==> src/rtl/keypad_pkg.sv <==
// ----------------------------------------------------------------------------
// keypad_pkg : shared key-event FSM encoding and key code width
// Rev 1.0
// ----------------------------------------------------------------------------
`default_nettype none

package keypad_pkg;

  localparam int KEY_CODE_W = 4;

  typedef enum logic [1:0] {
    KE_IDLE    = 2'd0,
    KE_QUALIFY = 2'd1,
    KE_HELD    = 2'd2,
    KE_RELEASE = 2'd3
  } ke_state_t;

  function automatic logic is_key_held(input ke_state_t s);
    return (s == KE_HELD) || (s == KE_RELEASE);
  endfunction

endpackage

`default_nettype wire

==> src/rtl/key_event_sync_fifo.sv <==
// ----------------------------------------------------------------------------
// key_event_sync_fifo : power-of-2 synchronous FIFO with occupancy count
// Rev 1.0
// ----------------------------------------------------------------------------
`default_nettype none

module key_event_sync_fifo #(
  parameter int DEPTH = 4,
  parameter int WIDTH = 4,
  localparam int AW   = $clog2(DEPTH)
) (
  input  logic             clock,
  input  logic             rst_n,
  input  logic             push,
  input  logic [WIDTH-1:0] din,
  input  logic             pop,
  output logic [WIDTH-1:0] dout,
  output logic             full,
  output logic             empty,
  output logic [AW:0]      count
);

  localparam logic [AW:0] c_depth = (AW+1)'(DEPTH);

  logic [WIDTH-1:0] r_mem [DEPTH];
  logic [AW-1:0]    r_wr_ptr;
  logic [AW-1:0]    r_rd_ptr;
  logic [AW:0]      r_count;
  logic             w_do_push;
  logic             w_do_pop;

  assign full  = (r_count == c_depth);
  assign empty = (r_count == '0);
  assign count = r_count;

  // A pop frees the slot in the same cycle, so a push into a full FIFO still lands.
  assign w_do_pop  = pop & ~empty;
  assign w_do_push = push & (~full | w_do_pop);

  always_ff @(posedge clock or negedge rst_n) begin
    if (!rst_n) begin
      r_wr_ptr <= '0;
      r_rd_ptr <= '0;
      r_count  <= '0;
    end else begin
      if (w_do_push) r_wr_ptr <= r_wr_ptr + 1'b1;
      if (w_do_pop)  r_rd_ptr <= r_rd_ptr + 1'b1;
      case ({w_do_push, w_do_pop})
        2'b10:   r_count <= r_count + 1'b1;
        2'b01:   r_count <= r_count - 1'b1;
        default: r_count <= r_count;
      endcase
    end
  end

  always_ff @(posedge clock) begin
    if (w_do_push) r_mem[r_wr_ptr] <= din;
  end

  assign dout = empty ? '0 : r_mem[r_rd_ptr];

endmodule

`default_nettype wire

==> src/rtl/keypad_key_event_fifo.sv <==
// ----------------------------------------------------------------------------
// keypad_key_event_fifo : debounced one-event-per-press qualifier feeding a FIFO
// Rev 1.0
// ----------------------------------------------------------------------------
`default_nettype none

module keypad_key_event_fifo
  import keypad_pkg::*;
#(
  parameter int STABLE_CYCLES = 4,
  parameter int FIFO_DEPTH    = 4,
  parameter int CNT_W         = $clog2(STABLE_CYCLES + 1)
) (
  input  logic                        clock,
  input  logic                        reset,
  input  logic [KEY_CODE_W-1:0]       code_in,
  input  logic                        valid_in,
  output logic [KEY_CODE_W-1:0]       out_code,
  output logic                        out_valid,
  input  logic                        out_ready,
  output logic [$clog2(FIFO_DEPTH):0] fifo_count,
  output logic                        key_held,
  output logic                        overflow,
  input  logic                        clr_overflow
);

  localparam logic [CNT_W-1:0] c_cnt_last = CNT_W'(STABLE_CYCLES - 1);
  localparam logic [CNT_W-1:0] c_cnt_one  = CNT_W'(1);

  ke_state_t             r_state, w_state_nxt;
  logic [CNT_W-1:0]      r_cnt, w_cnt_nxt;
  logic [KEY_CODE_W-1:0] r_code, w_code_nxt;
  logic                  w_match;
  logic                  w_push;
  logic                  w_pop;
  logic                  w_full;
  logic                  w_empty;
  logic                  r_key_held;
  logic                  r_overflow;

  assign w_match = valid_in && (code_in == r_code);

  always_ff @(posedge clock or negedge reset) begin
    if (!reset) begin
      r_state    <= KE_IDLE;
      r_cnt      <= '0;
      r_code     <= '0;
      r_key_held <= 1'b0;
    end else begin
      r_state    <= w_state_nxt;
      r_cnt      <= w_cnt_nxt;
      r_code     <= w_code_nxt;
      r_key_held <= is_key_held(w_state_nxt);
    end
  end

  always_comb begin
    w_state_nxt = r_state;
    w_cnt_nxt   = r_cnt;
    w_code_nxt  = r_code;
    w_push      = 1'b0;
    unique case (r_state)
      KE_IDLE: begin
        if (valid_in) begin
          w_code_nxt  = code_in;
          w_cnt_nxt   = c_cnt_one;
          w_state_nxt = KE_QUALIFY;
        end
      end
      KE_QUALIFY: begin
        if (!valid_in) begin
          w_cnt_nxt   = '0;
          w_state_nxt = KE_IDLE;
        end else if (!w_match) begin
          w_code_nxt = code_in;
          w_cnt_nxt  = c_cnt_one;
        end else if (r_cnt == c_cnt_last) begin
          w_push      = 1'b1;
          w_state_nxt = KE_HELD;
        end else begin
          w_cnt_nxt = r_cnt + 1'b1;
        end
      end
      KE_HELD: begin
        if (!valid_in) begin
          w_cnt_nxt   = c_cnt_one;
          w_state_nxt = KE_RELEASE;
        end else if (!w_match) begin
          w_code_nxt  = code_in;
          w_cnt_nxt   = c_cnt_one;
          w_state_nxt = KE_QUALIFY;
        end
      end
      KE_RELEASE: begin
        // A return of the same code is release bounce and rejoins HELD silently.
        if (w_match) begin
          w_state_nxt = KE_HELD;
        end else if (valid_in) begin
          w_code_nxt  = code_in;
          w_cnt_nxt   = c_cnt_one;
          w_state_nxt = KE_QUALIFY;
        end else if (r_cnt == c_cnt_last) begin
          w_cnt_nxt   = '0;
          w_state_nxt = KE_IDLE;
        end else begin
          w_cnt_nxt = r_cnt + 1'b1;
        end
      end
      default: begin
        w_state_nxt = KE_IDLE;
      end
    endcase
  end

  assign out_valid = ~w_empty;
  assign w_pop     = out_valid & out_ready;

  key_event_sync_fifo #(
    .DEPTH (FIFO_DEPTH),
    .WIDTH (KEY_CODE_W)
  ) u_fifo (
    .clock (clock),
    .rst_n (reset),
    .push  (w_push),
    .din   (r_code),
    .pop   (w_pop),
    .dout  (out_code),
    .full  (w_full),
    .empty (w_empty),
    .count (fifo_count)
  );

  // Setting has priority so a drop coinciding with a clear is never lost.
  always_ff @(posedge clock or negedge reset) begin
    if (!reset) begin
      r_overflow <= 1'b0;
    end else if (w_push && w_full && !w_pop) begin
      r_overflow <= 1'b1;
    end else if (clr_overflow) begin
      r_overflow <= 1'b0;
    end
  end

  assign key_held = r_key_held;
  assign overflow = r_overflow;

endmodule

`default_nettype wire

==> config.mk <==
export PLATFORM = sky130hd
export DESIGN_NAME = keypad_key_event_fifo
export DESIGN_NICKNAME = d
export VERILOG_FILES = /design/src/rtl/keypad_pkg.sv /design/src/rtl/key_event_sync_fifo.sv /design/src/rtl/keypad_key_event_fifo.sv
export SDC_FILE = /design/constraint.sdc
export NUM_CORES = 1
export LEC_CHECK = 0
export BUFFER_PORTS_ARGS = -buffer_cell sky130_fd_sc_hd__buf_2
export CAP_MARGIN = 20
export CELL_PAD_IN_SITES_DETAIL_PLACEMENT = 1
export CELL_PAD_IN_SITES_GLOBAL_PLACEMENT = 1
export CORE_UTILIZATION = 29
export CTS_BUF_LIST = sky130_fd_sc_hd__clkbuf_16
export CTS_CLUSTER_DIAMETER = 120
export DETAILED_ROUTE_END_ITERATION = 6
export GPL_TIMING_DRIVEN = 0
export PLACE_DENSITY_LB_ADDON = 0.1
export SLEW_MARGIN = 0
export SYNTH_ARGS = -nofsm -noshare
export SYNTH_HDL_FRONTEND = slang
export SYNTH_SLANG_ARGS = --single-unit
export TNS_END_PERCENT = 30
==> constraint.sdc <==
create_clock -name clock -period 2.5 [get_ports clock]
set_input_delay 0.5 -clock clock [delete_from_list [all_inputs] [get_ports clock]]
set_output_delay 0.5 -clock clock [all_outputs]
set_load 0.01 [all_outputs]
== After elaboration in Yosys (flattened, before gate mapping) ==
Memory sizes are Yosys's and may differ from the RTL's.
Cells that the tools add are included.

* Bitwise gates (word level): 6
* Muxes and demuxes: 35
* Reductions and logical operators: 12
* Equality and inequality tests: 16
* Add/sub/neg operators: 5

{| class="wikitable"
|+ Operators with widths
! operator !! count
|-
| two-way mux 3 bit || 9
|-
| two-way mux 4 bit || 5
|-
| two-way mux 2 bit || 9
|-
| one-hot mux 3 bit (4 select lines) || 1
|-
| one-hot mux 4 bit (3 select lines) || 1
|-
| equality test 2 bit, second input constant || 5
|-
| two-way mux 1 bit || 8
|-
| one-hot mux 2 bit (4 select lines) || 1
|-
| adder 3 x 1 -> 3 bit, second input constant || 2
|-
| inequality test 2 bit, second input constant || 3
|-
| one-hot mux 3 bit (2 select lines) || 1
|-
| adder 2 x 1 -> 2 bit, second input constant || 2
|-
| equality test 2 x 1 -> 1 bit, second input constant || 2
|-
| equality test 4 bit || 1
|-
| inequality test 4 bit, second input constant || 1
|-
| AND reduction 4 bit || 1
|-
| nonzero test 2 bit || 2
|-
| bitwise AND 1 bit || 3
|-
| equality test 3 x 2 -> 1 bit, second input constant || 1
|-
| equality test 3 bit, second input constant || 1
|-
| logical AND 1 bit || 3
|-
| logical NOT 3 bit || 1
|-
| inequality test 3 bit, second input constant || 1
|-
| AND reduction 3 bit || 1
|-
| 8 further kinds || 9
|}

* Bits of input ports: 9
* Memories: 1
* RAM bits: 16
* Register bits after elaboration: 18
* Output and inout port bits: 10

{| class="wikitable"
|+ Memory list
! name !! depth !! bits a word !! rd ports !! clocked after memory_dff !! wr ports !! line !! RTL
|-
| u_fifo.r_mem || 4 || 4 || 1 || 0 || 1 || key_event_sync_fifo.sv:25 || <nowiki>logic [WIDTH-1:0] r_mem [DEPTH];</nowiki>
|}

== Logic depth before layout (Yosys ltp) ==
Gate-level depths: netlist (run 1).

* Depth after elaboration: 8
* Depth in mapped cells: 11

== Modules after synthesis ==
A second synthesis (run 1) with hierarchy kept.

* Cells, all modules: 138
* Area, all modules: 1,851.8 sq um

{| class="wikitable"
|+ By module, submodules not included
! module !! area each (sq um) !! instances !! cells each
|-
| key_event_sync_fifo || 1,042.2 || 1 || 64
|-
| keypad_key_event_fifo || 809.5 || 1 || 74
|}

== Worst setup path after synthesis (run 1) ==
No wires, ideal clock.

* Path kind: input -> register
* Start point: in code_in[1]
* End point: reg u_fifo.r_count[2] (netlist: u_fifo.count[2])
* Setup slack: 29 ps
* Arrival time: 2,351 ps
* Required time: 2,380 ps
* Library setup time: 120 ps
* Cell stages on the path: 8
* Cells stage by stage: xor2_1 nor4_4 and2_1 buf_6 nor2_1 fa_1 or3_1 a31o_2

* Cells in the longest elaborated chain, start to end: 8

{| class="wikitable"
|+ RTL lines
! item !! line !! RTL
|-
| start, declared || keypad_key_event_fifo.sv:16 || <nowiki>input logic [KEY_CODE_W-1:0] code_in,</nowiki>
|-
| equality test 4 bit * || keypad_key_event_fifo.sv:41 || <nowiki>assign w_match = valid_in && (code_in == r_code);</nowiki>
|-
| logical AND 1 bit * || keypad_key_event_fifo.sv:41 ||
|-
| two-way mux 1 bit * || keypad_key_event_fifo.sv:74 || <nowiki>end else if (!w_match) begin</nowiki>
|-
| two-way mux 1 bit * || keypad_key_event_fifo.sv:71 || <nowiki>if (!valid_in) begin</nowiki>
|-
| two-way mux 1 bit * || keypad_key_event_fifo.sv:62 || <nowiki>unique case (r_state)</nowiki>
|-
| bitwise AND 1 bit * || key_event_sync_fifo.sv:38 || <nowiki>assign w_do_push = push & (~full | w_do_pop);</nowiki>
|-
| equality test 2 x 1 -> 1 bit / equality test 2 bit (equally long branches) || key_event_sync_fifo.sv:48 || <nowiki>case ({w_do_push, w_do_pop})</nowiki>
|-
| one-hot mux 3 bit (2 select lines) / nonzero test 2 bit (equally long branches) || - ||
|-
| end signal, assigned || key_event_sync_fifo.sv:49 || <nowiki>2'b10: r_count <= r_count + 1'b1;</nowiki>
|-
| end signal, assigned || key_event_sync_fifo.sv:50 || <nowiki>2'b01: r_count <= r_count - 1'b1;</nowiki>
|-
| end signal, assigned || key_event_sync_fifo.sv:51 || <nowiki>default: r_count <= r_count;</nowiki>
|-
| end, declared || key_event_sync_fifo.sv:28 || <nowiki>logic [AW:0] r_count;</nowiki>
|}

Mark *: on every way between the ends. The rest lies on a longest branch, timed or not.
A chain may end at the register's enable or synchronous reset.

== Worst setup path in the final report (run 1) ==
* Start point: reg r_code[0]
* End point: reg u_fifo.r_count[2] (netlist: u_fifo.count[2])

* Cells in the longest elaborated chain, start to end: 8

{| class="wikitable"
|+ RTL lines
! item !! line !! RTL
|-
| start, declared || keypad_key_event_fifo.sv:32 || <nowiki>logic [KEY_CODE_W-1:0] r_code, w_code_nxt;</nowiki>
|-
| start signal, assigned || keypad_key_event_fifo.sv:52 || <nowiki>r_code <= w_code_nxt;</nowiki>
|-
| equality test 4 bit * || keypad_key_event_fifo.sv:41 ||
|-
| logical AND 1 bit * || keypad_key_event_fifo.sv:41 ||
|-
| two-way mux 1 bit * || keypad_key_event_fifo.sv:74 ||
|-
| two-way mux 1 bit * || keypad_key_event_fifo.sv:71 ||
|-
| two-way mux 1 bit * || keypad_key_event_fifo.sv:62 ||
|-
| bitwise AND 1 bit * || key_event_sync_fifo.sv:38 ||
|-
| equality test 2 x 1 -> 1 bit / equality test 2 bit (equally long branches) || key_event_sync_fifo.sv:48 ||
|-
| one-hot mux 3 bit (2 select lines) / nonzero test 2 bit (equally long branches) || - ||
|}

Marked as above.

==> results of run 1 <==
[cells in the mapped netlist (all sizes together), types with 6 or more instances]
cell and n:
ha 12, nor2 10, mux2 6, and2 10, o21ai 6, edfxtp 16
inv 12, dfrtp 18, nand2 9
[timing repair]
item / in CTS / in global routing
pin swaps: 1 / 2
setup endpoints to repair: 2 / 2
gates resized for setup: 9 / 7
buffers inserted: 1 / 6
[state kept, by name, indices dropped and copies added, names as in the netlist]
name and count:
u_fifo.r_mem 16, r_code 4, r_cnt 3, u_fifo.count 3
r_state 2, u_fifo.r_rd_ptr 2, u_fifo.r_wr_ptr 2, key_held 1
overflow 1
[metrics by stage]
step	TNS (ns)	cells	area [um2]	setup WS [ns]	total power [mW]
floorplan	0	156	1890	0.0293	1.22
global placement	-0.324	250	2070	-0.259	1.41
detailed placement	-0.452	250	2070	-0.335	1.43
CTS	0	259	2250	0.00133	2.05
global route	-0.00872	265	2310	-0.00872	2.20
finish	0	265	2310	0.0614	2.06
[cells by family (layout without fill, tap and decap cells)]
group	count (synthesis)	count (layout)	share of synthesized area (%)
xor+xnor	8	8	3.71
simple gates	41	41	11.8
fa+ha+maj	13	13	9.00
mux	11	11	8.87
compound gates	31	31	13.1
flops	34	34	49.2
buf+inv	18	50	4.24
[layout by cell type (no fill, tap or decap), types with 3 or more instances in the layout]
cell	n
buf_2	18
edfxtp_1	16
dfrtp_1	14
inv_1	12
and2_1	9
nand2_1	9
ha_1	9
buf_4	8
nor2_1	8
o21ai_0	6
mux2_2	6
clkbuf_16	5
xor2_1	4
a22o_1	4
mux4_2	4
xnor2_1	4
dfrtp_2	4
clkbuf_1	3
a21oi_1	3
[worst paths after layout]
path	from	end	slack, ns	cells past startpoint
worst max-delay path	r_code[0]$_DFFE_PN0P_	u_fifo.count[2]$_DFFE_PN0P_	0.06	8
worst min-delay path	reset	u_fifo.r_wr_ptr[0]$_DFFE_PN0P_	0.18	1
worst max register to register	r_code[0]$_DFFE_PN0P_	u_fifo.count[2]$_DFFE_PN0P_	0.06	8
worst min register to register	r_cnt[1]$_DFFE_PN0P_	r_cnt[1]$_DFFE_PN0P_	0.53	2
max in group asynchronous	reset	r_code[0]$_DFFE_PN0P_	1.94	1
min in group clock	code_in[2]	r_code[2]$_DFFE_PN0P_	0.49	2
[metal layers]
layer  track usage (%)  vias up  routed length (um)
li1                  -      634                   -
met1              18.8      667                2040
met2              22.3       22                2030
met3              3.96        4                 156
met4              5.00        0                  41
met5                 0        -                   0
[power breakdown]
group          switching [mW]  internal [mW]  total [mW]  leakage [nW]
clock network           0.231          0.361       0.592        0.0748
registers              0.0842          0.660       0.744         0.364
logic                   0.383          0.340       0.723         0.542
[area by class of cell]
type / instances / area (um2)
plain buffers: 6 / 35.0
clock buffers: 5 / 125
clock inverters: 3 / 13.8
fillers: 717 / 4000
inverters: 12 / 45.0
multi-input cells: 104 / 922
flip-flops and latches: 34 / 936
well taps: 77 / 96.3
repair buffers: 24 / 138
==> flow_summary.json, run 1 <==
{
  "drt-total-wl_um": 4260,
  "die-area_um2": 6850,
  "slew_headroom_pct": 66.9,
  "synth_cell_types": 45,
  "io_buffers": 17,
  "via_count": 1327,
  "max_freq_mhz": 410,
  "finClkSkew_ns": 0.00514,
  "grt_pass1_vias": 1346,
  "fin_crit_sh_pct": 97.5,
  "drt_iter0_drc": 47,
  "cts.sinks": 34,
  "end_kind": "flop",
  "ys_warn_count": 0,
  "routabilityCongestion": 0.764,
  "globalRouteOverflowTotal": 0,
  "powerDensity_nw_per_um2": 891,
  "avgViaCountPerCell": 5.01,
  "async_reset_ff_share_pct": 52.9,
  "synthFlopType": "dfrtp_1",
  "chipWidth_um": 82.7,
  "synth_top_area_share_pct": 25.4,
  "finalSetupViolCount": 0,
  "ir_worst_vdd_mv": 0.332,
  "synthTopCellsByArea": "edfxtp_1, dfrtp_1, ha_1, mux4_2, mux2_2",
  "dp_hpwl_um": 3080,
  "syn_area_um2": 1890,
  "wl_per_cell_um": 16.1,
  "period_minus_slack_ns": 2.44,
  "track_usage_pct": 14.3,
  "grt_start_max_net_pins": 19,
  "synthCells": 156,
  "cts.hold.buffers_added": 0,
  "cts.reportedPaths.clkPinSlew_ns": 0.06,
  "required_ns": 2.66,
  "clk_latency_ns": 0.28,
  "max_cap_viol_count": 0,
  "worst_pin_slew_ns": 0.496,
  "cp_top_family": "simple AND/OR/NAND/NOR gates",
  "path_cells": "xor2_1 > nor4_4 > and2_4 > buf_6 > nor2_2 > fa_2 > or3_1 > a31o_2",
  "antenna_cells": 0,
  "outcome": "finished, final reports clean",
  "ctsRootBufferMaster": "clkbuf_16",
  "coreArea_um2": 6310,
  "critPathSlowestCell": "dfrtp_2",
  "drive_above_1_share_pct": 31.9,
  "grt_pass1_wl_um": 6890,
  "cts_buffer_depth": 2,
  "crit_type": "reg2reg",
  "arrival_ns": 2.60,
  "dr.pass1.iters": 4,
  "slew_viol_final": 0,
  "num_rows": 29,
  "cp-start-kind": "flop",
  "cts_tree": "yes",
  "synth_nets": 178,
  "holdCritPathClass": "in2async",
  "avgSynthCellArea_um2": 12.1,
  "cp_num_buf_inv": 1,
  "antenna_found_initial": 0,
  "area_growth_pct": 22.2,
  "ios": 19,
  "synth-edff-count": 16,
  "die_h_um": 82.7,
  "final_net_count": 209,
  "htree_levels": 2,
  "drc": 0,
  "hold_violations": 0,
  "ys_seq_area_share_pct": 49.2,
  "ant_nets": 0,
  "cp_max_fo": 9,
  "cts_buffers": 5,
  "synth_top_cell_by_area": "edfxtp_1",
  "slowest_delay_ns": 0.44,
  "post-route-util_pct": 36.6,
  "start_util_pct": 29.9,
  "ys_ff_latch": 34,
  "hold-worst-slack_ns": 0.181,
  "leakagePower_nw": 0.981
}
(Power assumes the default switching activity.)
==> inputs of run 2 (changes only) <==
--- a/config.mk
+++ b/config.mk
@@ -9,7 +9,7 @@
 export CAP_MARGIN = 20
 export CELL_PAD_IN_SITES_DETAIL_PLACEMENT = 1
 export CELL_PAD_IN_SITES_GLOBAL_PLACEMENT = 1
-export CORE_UTILIZATION = 29
+export CORE_UTILIZATION = 25
 export CTS_BUF_LIST = sky130_fd_sc_hd__clkbuf_16
 export CTS_CLUSTER_DIAMETER = 120
 export DETAILED_ROUTE_END_ITERATION = 6
==> constraint.sdc (replaced) <==
create_clock -name clock -period 2.1 [get_ports clock]
set_input_delay 0.42 -clock clock [delete_from_list [all_inputs] [get_ports clock]]
set_output_delay 0.42 -clock clock [all_outputs]
set_load 0.01 [all_outputs]
==> run 2 against run 1 <==
Against the previous run: the run now ends with negative setup slack left; sequential power grew 25%; worst hold slack lost 0.080 ns; wire length grew 4.1%; non-clock buffer count shrank 1.
==> flow_summary.json, run 2 (same netlist as run 1, synthesis figures left out) <==
{
  "outcome": "finished with violations",
  "violations": "negative setup slack",
  "cp_max_fo": 5,
  "period_minus_slack_ns": 2.17,
  "fin_tns_setup_ns": -0.0654,
  "hold-worst-slack_ns": 0.101,
  "regMostFlops": "u_fifo.r_mem",
  "drive_above_1_share_pct": 35.8,
  "finalSetupViolCount": 1,
  "dp_hpwl_um": 3200,
  "drt-total-wl_um": 4440,
  "track_usage_pct": 12.1,
  "max_freq_mhz": 462,
  "rsz0062_at_grt": "yes",
  "hold_violations": 0,
  "largest_reg_flops": 16,
  "drt_iter0_drc": 40,
  "arrival_ns": 2.33,
  "die_h_um": 89.0,
  "slew_headroom_pct": 67.5,
  "die-area_um2": 7910,
  "setup.worst_path.start": "r_code[1]$_DFFE_PN0P_",
  "grt_pass1_wl_um": 7040,
  "powerDensity_nw_per_um2": 1040,
  "clk_latency_ns": 0.27,
  "antenna_found_initial": 0,
  "path_cells": "xor2_1 > nor4_4 > and2_4 > nor2_4 > fa_2 > or3_1 > a31o_2",
  "regArea_um2": 936,
  "drc": 0,
  "area_growth_pct": 24.9,
  "io_buffers": 17,
  "max_cap_viol_count": 0,
  "leakagePower_nw": 0.988,
  "ios": 19,
  "power_mw": 2.46,
  "cts_tree": "yes",
  "coreArea_um2": 7290,
  "fin_crit_sh_pct": 103,
  "cts.hold.buffers_added": 0,
  "fillers": 838,
  "wl_per_cell_um": 15.5,
  "cts_buffers": 5,
  "ir_worst_vdd_mv": 0.304,
  "required_ns": 2.26,
  "cp_top_family": "simple AND/OR/NAND/NOR gates",
  "end_kind": "flop",
  "antenna_cells": 0,
  "multi_input_area_um2": 950,
  "ctsRootBufferMaster": "clkbuf_16",
  "chipWidth_um": 89.0,
  "grt_start_max_net_pins": 19,
  "slew_viol_final": 0,
  "cts_buffer_depth": 2,
  "cp-start-kind": "flop",
  "num_rows": 31,
  "via_count": 1342,
  "cts.sinks": 34,
  "most-common-layout-cells": "buf_2, edfxtp_1, dfrtp_1",
  "post-route-util_pct": 32.4,
  "dr.pass1.iters": 4,
  "ant_nets": 0,
  "critPathSlowestCell": "dfrtp_2",
  "top_regs": "u_fifo.r_mem x16, r_code x4",
  "slowest_delay_ns": 0.41,
  "cp_num_buf_inv": 0,
  "holdCritPathClass": "in2async",
  "finClkSkew_ns": 0.00648,
  "final_net_count": 208,
  "crit_type": "reg2reg",
  "mostFrequentLayoutCell": "buf_2",
  "worst_pin_slew_ns": 0.487,
  "cts.reportedPaths.clkPinSlew_ns": 0.06,
  "start_util_pct": 25.9,
  "htree_levels": 2,
  "grt_pass1_vias": 1411,
  "globalRouteOverflowTotal": 0,
  "routabilityCongestion": 0.728,
  "timing.final.ws_setup_ns": -0.0654,
  "avgViaCountPerCell": 4.69,
  "reg2reg_from": "r_code[1]$_DFFE_PN0P_"
}
[run 2: cell count changes in the layout (fill, tap and decap cells not counted), sizes merged]
cell	previous run	this run
clkbuf	8	6
buf	27	28
[run 2: worst paths after layout]
kind                       cells past startpoint                             end  slack (ns)
setup / recovery                               7     u_fifo.count[2]$_DFFE_PN0P_       -0.07
hold / removal                                 1  u_fifo.r_wr_ptr[0]$_DFFE_PN0P_        0.10
setup reg to reg                               7     u_fifo.count[2]$_DFFE_PN0P_       -0.07
hold reg to reg                                1            r_cnt[2]$_DFFE_PN0P_        0.56
max in group asynchronous                      1  u_fifo.r_rd_ptr[0]$_DFFE_PN0P_        1.64
min in group clock                             2           r_code[0]$_DFFE_PN0P_        0.41
[run 2: layout make-up]
class | instances | area share [%]
Multi-Input combinational cell | 104 | 40.2
Inverter | 12 | 1.91
Tap cell | 99 | 5.25
Timing Repair Buffer | 26 | 6.47
Clock buffer | 5 | 5.30
Sequential cell | 34 | 39.6
Buffer | 3 | 0.689
Clock inverter | 3 | 0.530
[run 2: metrics by stage]
stage	instances	worst slack, ns	cell area, um2
2_1_floorplan	156	-0.195	1910
3_3_place_gp	272	-0.531	2110
3_5_place_dp	272	-0.571	2110
4_1_cts	287	-0.149	2360
5_1_grt	286	-0.154	2360
6_report	286	-0.0654	2360
[run 2: power breakdown]
part | total [mW] | internal [mW] | switching [mW]
combinational | 0.833 | 0.405 | 0.429
clock | 0.695 | 0.428 | 0.266
sequential | 0.930 | 0.787 | 0.143
total | 2.46 | 1.62 | 0.837
[run 2: worst register-to-register path: cells and delay by family, from the launching register on]
| family | cells | cell delay, ns |
|---|---|---|
| AO/OA/AOI/OAI | 1 | 0.24 |
| XOR/XNOR | 1 | 0.19 |
| adder cells (fa/ha/maj) | 1 | 0.38 |
| flip-flops | 1 | 0.41 |
| AND/OR/NAND/NOR | 4 | 0.85 |
[run 2: repair_timing]
action,in CTS,in global routing
cloned,0,0
pin swaps,4,2
gates resized for setup,14,7
endpoints found under the setup margin,23,18
setup buffers,9,0
[run 2: metal layers]
layer	up-vias	track usage, %	wire (um)
li1	625	-	-
met1	680	14.2	1970
met2	29	22.0	2260
met3	8	2.86	143
met4	0	3.90	72
met5	-	0	0
